--- src/rtl/channel_emulator.sv ---
// ---------------------------------------------------------------------------
// channel_emulator
//
// Loopback channel model. Words from the tester's transmit port are queued in
// a FIFO together with a release timestamp. Each word is returned once its
// programmable latency has elapsed. On the way out it may be corrupted by an
// LFSR-driven bit-error injector. The output order is always the FIFO order.
//
// Parameters:
//   W      word width (power of two, 8..64)
//   DEPTH  FIFO entries (power of two, >= 2)
//   LAT_W  width of the free-running timestamp and of 'delay'
//
// Ports:
//   clk           single clock
//   reset         synchronous, active-high reset
//   data_in       transmit word from the tester
//   ena_data_in   one-cycle strobe, data_in valid
//   delay         latency in cycles, sampled per word at push
//   err_thr       injection threshold, compared per output word
//   data_out      word to the tester receive port (registered, holds value)
//   ena_data_out  one-cycle strobe, data_out valid (registered)
//   overflow      sticky: a word was dropped on a full FIFO
//   inj_cnt       number of injected bit errors, wraps
//   words_cnt     number of words emitted, wraps
//
// Configuration macro:
//   CHANNEL_EMU_BURST_EN  when defined, each injection flips the two adjacent
//                         bits idx and (idx+1) mod W. When undefined, only
//                         bit idx is flipped.
// ---------------------------------------------------------------------------
module channel_emulator #(
  parameter int W     = 32,
  parameter int DEPTH = 16,
  parameter int LAT_W = 16
) (
  input  logic             clk,
  input  logic             reset,
  input  logic [W-1:0]     data_in,
  input  logic             ena_data_in,
  input  logic [LAT_W-1:0] delay,
  input  logic [15:0]      err_thr,
  output logic [W-1:0]     data_out,
  output logic             ena_data_out,
  output logic             overflow,
  output logic [31:0]      inj_cnt,
  output logic [31:0]      words_cnt
);

  localparam int IDX_W = $clog2(W);
  localparam int AW    = $clog2(DEPTH);

  localparam logic [AW:0]      FULL_CNT   = (AW+1)'(DEPTH);
  localparam logic [AW:0]      CNT_ONE    = (AW+1)'(1);
  localparam logic [LAT_W-1:0] DLY_MIN    = LAT_W'(1);
  localparam logic [LAT_W-1:0] DLY_MAX    = {1'b0, {(LAT_W-1){1'b1}}};
  localparam logic [LAT_W-1:0] STAMP_ONE  = LAT_W'(1);
  localparam logic [31:0]      LFSR_TAPS  = 32'hF820_0000;
  localparam logic [31:0]      LFSR_SEED  = 32'hFFFF_FFFF;
`ifdef CHANNEL_EMU_BURST_EN
  localparam logic [31:0]      INJ_BITS   = 32'd2;
`else
  localparam logic [31:0]      INJ_BITS   = 32'd1;
`endif

  // Galois-free Fibonacci step: XOR of tapped bits shifts in at bit 0.
  function automatic logic [31:0] lfsr_next(input logic [31:0] cur);
    return {cur[30:0], ^(cur & LFSR_TAPS)};
  endfunction

  // Keep the latency inside the half-range where the wrap-safe due test holds.
  function automatic logic [LAT_W-1:0] clamp_delay(input logic [LAT_W-1:0] d);
    logic [LAT_W-1:0] res;
    if (d == {LAT_W{1'b0}}) begin
      res = DLY_MIN;
    end else if (d[LAT_W-1]) begin
      res = DLY_MAX;
    end else begin
      res = d;
    end
    return res;
  endfunction

  // Error pattern for one injection event at bit position idx.
  function automatic logic [W-1:0] inj_mask(input logic [IDX_W-1:0] idx);
    logic [W-1:0] m;
`ifdef CHANNEL_EMU_BURST_EN
    logic [IDX_W-1:0] idx_nxt;
`endif
    m      = {W{1'b0}};
    m[idx] = 1'b1;
`ifdef CHANNEL_EMU_BURST_EN
    // W is a power of two, so the natural wrap of idx_nxt is mod W.
    idx_nxt    = idx + IDX_W'(1);
    m[idx_nxt] = 1'b1;
`endif
    return m;
  endfunction

  // FIFO storage: payload and absolute release timestamp per entry.
  logic [W-1:0]     mem_data_r [DEPTH];
  logic [LAT_W-1:0] mem_rel_r  [DEPTH];

  logic [AW-1:0]    wr_ptr_r;
  logic [AW-1:0]    rd_ptr_r;
  logic [AW:0]      count_r;
  logic [LAT_W-1:0] stamp_r;
  logic [31:0]      lfsr_r;

  logic [W-1:0]     data_out_r;
  logic             ena_data_out_r;
  logic             overflow_r;
  logic [31:0]      inj_cnt_r;
  logic [31:0]      words_cnt_r;

  logic [W-1:0]     head_data_s;
  logic [LAT_W-1:0] head_rel_s;
  logic [LAT_W-1:0] age_s;
  logic [LAT_W-1:0] rel_s;
  logic             empty_s;
  logic             full_s;
  logic             pop_s;
  logic             push_s;
  logic             drop_s;
  logic             inject_s;
  logic [W-1:0]     mask_s;

  // Head due test, push/pop/drop decisions and the injection pattern.
  always_comb begin
    head_data_s = mem_data_r[rd_ptr_r];
    head_rel_s  = mem_rel_r[rd_ptr_r];
    // Modular difference: MSB clear means the release time has been reached.
    age_s       = stamp_r - head_rel_s;
    empty_s     = (count_r == {(AW+1){1'b0}});
    full_s      = (count_r == FULL_CNT);
    pop_s       = ~empty_s & ~age_s[LAT_W-1];
    // A pop in the same cycle frees the slot, so a full FIFO still accepts.
    push_s      = ena_data_in & (~full_s | pop_s);
    drop_s      = ena_data_in & full_s & ~pop_s;
    rel_s       = stamp_r + clamp_delay(delay);
    if (lfsr_r[31:16] < err_thr) begin
      inject_s = 1'b1;
      mask_s   = inj_mask(lfsr_r[IDX_W-1:0]);
    end else begin
      inject_s = 1'b0;
      mask_s   = {W{1'b0}};
    end
  end

  // FIFO storage write. Contents need no reset because occupancy is tracked.
  always_ff @(posedge clk) begin
    if (push_s) begin
      mem_data_r[wr_ptr_r] <= data_in;
      mem_rel_r[wr_ptr_r]  <= rel_s;
    end
  end

  // Timestamp, LFSR, FIFO pointers, registered outputs and statistics.
  always_ff @(posedge clk) begin
    if (reset) begin
      stamp_r        <= {LAT_W{1'b0}};
      lfsr_r         <= LFSR_SEED;
      wr_ptr_r       <= {AW{1'b0}};
      rd_ptr_r       <= {AW{1'b0}};
      count_r        <= {(AW+1){1'b0}};
      data_out_r     <= {W{1'b0}};
      ena_data_out_r <= 1'b0;
      overflow_r     <= 1'b0;
      inj_cnt_r      <= 32'd0;
      words_cnt_r    <= 32'd0;
    end else begin
      stamp_r <= stamp_r + STAMP_ONE;
      lfsr_r  <= lfsr_next(lfsr_r);

      if (push_s) begin
        wr_ptr_r <= wr_ptr_r + AW'(1);
      end
      if (pop_s) begin
        rd_ptr_r <= rd_ptr_r + AW'(1);
      end

      case ({push_s, pop_s})
        2'b10:   count_r <= count_r + CNT_ONE;
        2'b01:   count_r <= count_r - CNT_ONE;
        default: count_r <= count_r;
      endcase

      ena_data_out_r <= pop_s;
      if (pop_s) begin
        data_out_r  <= head_data_s ^ mask_s;
        words_cnt_r <= words_cnt_r + 32'd1;
        if (inject_s) begin
          inj_cnt_r <= inj_cnt_r + INJ_BITS;
        end
      end

      if (drop_s) begin
        overflow_r <= 1'b1;
      end
    end
  end

  assign data_out     = data_out_r;
  assign ena_data_out = ena_data_out_r;
  assign overflow     = overflow_r;
  assign inj_cnt      = inj_cnt_r;
  assign words_cnt    = words_cnt_r;

endmodule

--- config.mk ---
export PLATFORM = sky130hd
export DESIGN_NAME = channel_emulator
export DESIGN_NICKNAME = d
export VERILOG_FILES = /design/src/rtl/channel_emulator.sv
export SDC_FILE = /design/constraint.sdc
export NUM_CORES = 1
export LEC_CHECK = 0
export CORE_MARGIN = 4
export CORE_UTILIZATION = 28
export DETAILED_ROUTE_END_ITERATION = 16
export GPL_TIMING_DRIVEN = 0
export SLEW_MARGIN = 10
export SYNTH_ARGS = -nofsm -noshare
export SYNTH_HDL_FRONTEND = slang
export SYNTH_SLANG_ARGS = --single-unit
--- constraint.sdc ---
create_clock -name clk -period 16.7 [get_ports clk]
set_input_delay 3.34 -clock clk [delete_from_list [all_inputs] [get_ports clk]]
set_output_delay 3.34 -clock clk [all_outputs]
set_load 0.02 [all_outputs]
==> impl_metrics.py <==
metrics = {
    "synth": {
        "synth_seq_cells": 931,
        "async_reset_ff_frac": 0,
        "syn_area_um2": 37620,
        "synth_top_area_cell": "edfxtp_1",
        "synth_edf_count": 768,
        "ys_types": 61,
        "yosysWarnings": 0,
        "syn-num-nets": 2255,
        "synth_ff_type": "edfxtp_1",
        "synth_top_area_frac": 0.6130,
        "synthCells": 2134,
        "ys_top_cells_by_area": "edfxtp_1, mux4_2, dfxtp_1",
        "syn_area_per_cell_um2": 17.63,
        "yosysSeqAreaShare": 0.6998,
    },
    "worst_hold_path": {
        "worst_hold_path_type": "reg2reg",
        "worstHoldStart": "lfsr_r[15]$_SDFF_PP1_",
        "min_to": "lfsr_r[16]$_SDFF_PP1_",
        "hold_depth": 1,
    },
    "global_route": {
        "grt_pass1_wl_mm": 147.3,
        "grt_antenna_before_repair": 11,
        "grt_max_degree": 21,
        "grt_pass1_vias": 21110,
        "gr-total-overflow": 0,
        "grtUsageTotal": 0.1402,
    },
    "timing": {
        "slew_violations": 0,
        "worst_pin_slew_ps": 1222,
        "period_share": 0.4868,
        "max-slew-margin-rel": 0.1853,
        "hold_slack_ps": 406.5,
        "max_freq_mhz": 123.0,
        "final_hold_viol_count": 0,
        "skew_ps": 23.44,
        "period_needed_ps": 8129,
        "rsz0062_at_grt": "false",
        "setup_violations": 0,
    },
    "detailed_routing": {
        "via_per_inst": 4.850,
        "avgRoutedWirePerCell_um": 23.12,
        "drt_pre_antenna_iters": 7,
        "wl_mm": 99.87,
        "drc": 0,
        "vias": 20950,
        "drtIter0Drc": 1884,
        "ant_nets": 0,
    },
    "final_layout": {
        "drive_above_1_share": 0.2243,
        "multi_input_area_um2": 10810,
        "fin_nets": 2595,
        "final_cell_area_um2": 45910,
        "areaGrowthSynthToFinish_pct": 22.03,
        "fill_cells": 12670,
        "seqCellArea_um2": 26330,
        "fin_cells": 4319,
    },
    "floorplan": {
        "die_h_um": 374.5,
        "die_area_um2": 140300,
        "die_x_um": 374.5,
        "core_area_um2": 133500,
        "start_util": 0.2819,
        "ios": 165,
        "num_rows": 134,
    },
    "clocking": {
        "cts_resized": 0,
        "cts.sinks": 931,
        "post_cts_buffers": 0,
        "cts_tree": "done",
        "path_clk_slew_ps": 60,
        "clock_latency_ps": 660,
        "clockRootBuffer": "clkbuf_16",
        "hold_buffers": 0,
        "clockBufferDepth": 3,
        "cts_buffers": 93,
        "htreeDepth": 3,
    },
    "power_and_ir_drop": {
        "irDropWorstVdd_mv": 0.07450,
        "leakage_nw": 14.28,
        "p_per_area_nw_per_um2": 132.6,
    },
    "critical_path": {
        "critical-path-max-stage-delay_ps": 760,
        "r2r-end": "mem_data_r[0][25]$_DFFE_PP_",
        "cp-start-kind": "flip-flop",
        "r2r_slack_ps": 8570,
        "path_cells": "buf_6, clkbuf_1, clkbuf_1, clkbuf_1, mux4_2, mux4_2, inv_1, ha_1, nand3_1, o221a_2, o21ai_0, a21oi_1, a21oi_1, or2_2, clkbuf_1, o211ai_1, nor3_2, buf_4, buf_6, buf_4",
        "setup.worst_path.end_class": "flip-flop",
        "cpMaxStageDelayCell": "clkbuf_1",
        "cp_data_required_time_ps": 17050,
        "crit_path_frequent_cell": "clkbuf_1",
        "critPathArrivalTime_ps": 8480,
        "cp_max_fo": 10,
        "setup.worst_path.class": "reg2reg",
        "path_delay_family": "buffers and inverters",
        "worst_r2r_path_depth": 20,
        "crit_buf_inv": 9,
    },
    "placement": {
        "dpl.cell_count": 4147,
        "finalWeightedCongestion": 0.7919,
        "port_buffers": 164,
        "dp_hpwl_mm": 70.38,
        "place_area_um2": 42690,
    },
    "job": {
        "maxCapViolations": 0,
    },
    "status": {
        "outcome": "completed",
    },
}
-- report_power, final --
part / leakage, nW / switching (mW) / internal, mW
registers: 8.23 / 0.0580 / 2.62
clock network: 1.53 / 0.890 / 1.28
logic: 4.52 / 0.684 / 0.556
total: 14.3 / 1.63 / 4.46
-- stage by stage --
step	TNS [ps]	setup slack, ps	utilization	total power, mW
6_report	0	8571	0.3440	6.088
5_1_grt	0	8174	0.3440	6.335
4_1_cts	0	8250	0.3436	6.157
3_5_place_dp	0	8301	0.3199	3.989
3_3_place_gp	-62970	-1327	0.3108	3.975
2_1_floorplan	0	7207	-	3.505
-- routing by layer --
metal / vias to the layer above / global-route usage / share of wire
li1: 9227 / - / -
met1: 10900 / 0.1921 / 0.44
met2: 686 / 0.2327 / 0.49
met3: 122 / 0.02342 / 0.061
met4: 10 / 0.03483 / 0.018
met5: - / 0 / 0.00067
-- worst max-delay path by stage --
stage                         start                          end  cells past startpoint
after global routing      flip-flop   mem_rel_r[0][13]$_DFFE_PP_                     18
final                     flip-flop  mem_data_r[0][25]$_DFFE_PP_                     20
after detailed placement  flip-flop  mem_data_r[0][17]$_DFFE_PP_                     21
after global placement    flip-flop  mem_data_r[3][13]$_DFFE_PP_                     16
after floorplan           flip-flop   mem_data_r[3][0]$_DFFE_PP_                     15
after CTS                 flip-flop  mem_data_r[0][27]$_DFFE_PP_                     21
-- logic make-up (layout without fill, tap and decap cells) --
family	Yosys count	in the layout	share of synthesized area
buffers and inverters	164	580	0.01756
adder cells (fa/ha/maj)	54	54	0.01816
flip-flops	931	931	0.6998
multiplexers	251	251	0.1458
other	0	1	0
AO/OA/AOI/OAI	207	207	0.03795
AND/OR/NAND/NOR	441	441	0.06050
XOR/XNOR	86	86	0.02022
-- placed cells by master (no fill, tap or decap), types with 9 or more instances in the layout --
cell type	count
ha_1	53
buf_12	11
o21ai_0	29
or2_2	49
nor4_1	11
buf_16	14
and2_1	10
and3_1	15
nor3_1	42
buf_4	38
nor2_4	9
bufinv_16	13
buf_1	22
o31ai_1	23
a21o_1	10
nand2_1	66
edfxtp_1	768
nor2_1	103
clkinv_1	10
or3_1	14
xnor2_1	55
buf_6	17
a211oi_1	35
clkbuf_16	94
or4_1	29
a21oi_1	50
inv_1	54
nand4_1	16
clkbuf_1	88
buf_2	20
nor2b_1	17
dfxtp_1	163
nand3_1	33
o211ai_1	19
xor2_1	22
clkdlybuf4s50_1	164
mux4_2	237
-- sequential cells by signal, summed over array words and instances (netlist names), named ones only --
name	flops
wr_ptr_r	4
count_r	5
words_cnt	32
mem_rel_r	256
data_out	32
ena_data_out	1
rd_ptr_r	4
inj_cnt	32
overflow	1
stamp_r	16
lfsr_r	32
mem_data_r	512
-- cells in the mapped netlist (15+ instances only) --
cell type  count
or4_1         29
nor2b_1       17
a21oi_1       51
edfxtp_1     768
nand2_1       66
ha_1          53
buf_2         18
and3_1        15
o211ai_1      19
xor2_1        23
clkbuf_1      63
o21ai_0       29
inv_1         54
xnor2_1       62
or2_2         49
mux4_2       237
o31ai_1       23
nor3_1        48
dfxtp_1      163
nand4_1       16
a211oi_1      35
nand3_1       33
buf_1         25
nor2_1       112
-- final cells by class --
cell class              instances  share of cell area
plain buffers                 109            0.009975
flip-flops and latches        931              0.5735
clock inverters                43             0.01330
repair buffers                245             0.05947
diodes                          1          0.00005451
clock buffers                 128             0.05560
well taps                    1768             0.04819
multi-input cells            1039              0.2355
inverters                      55            0.004497
(Power assumes the default switching activity.)
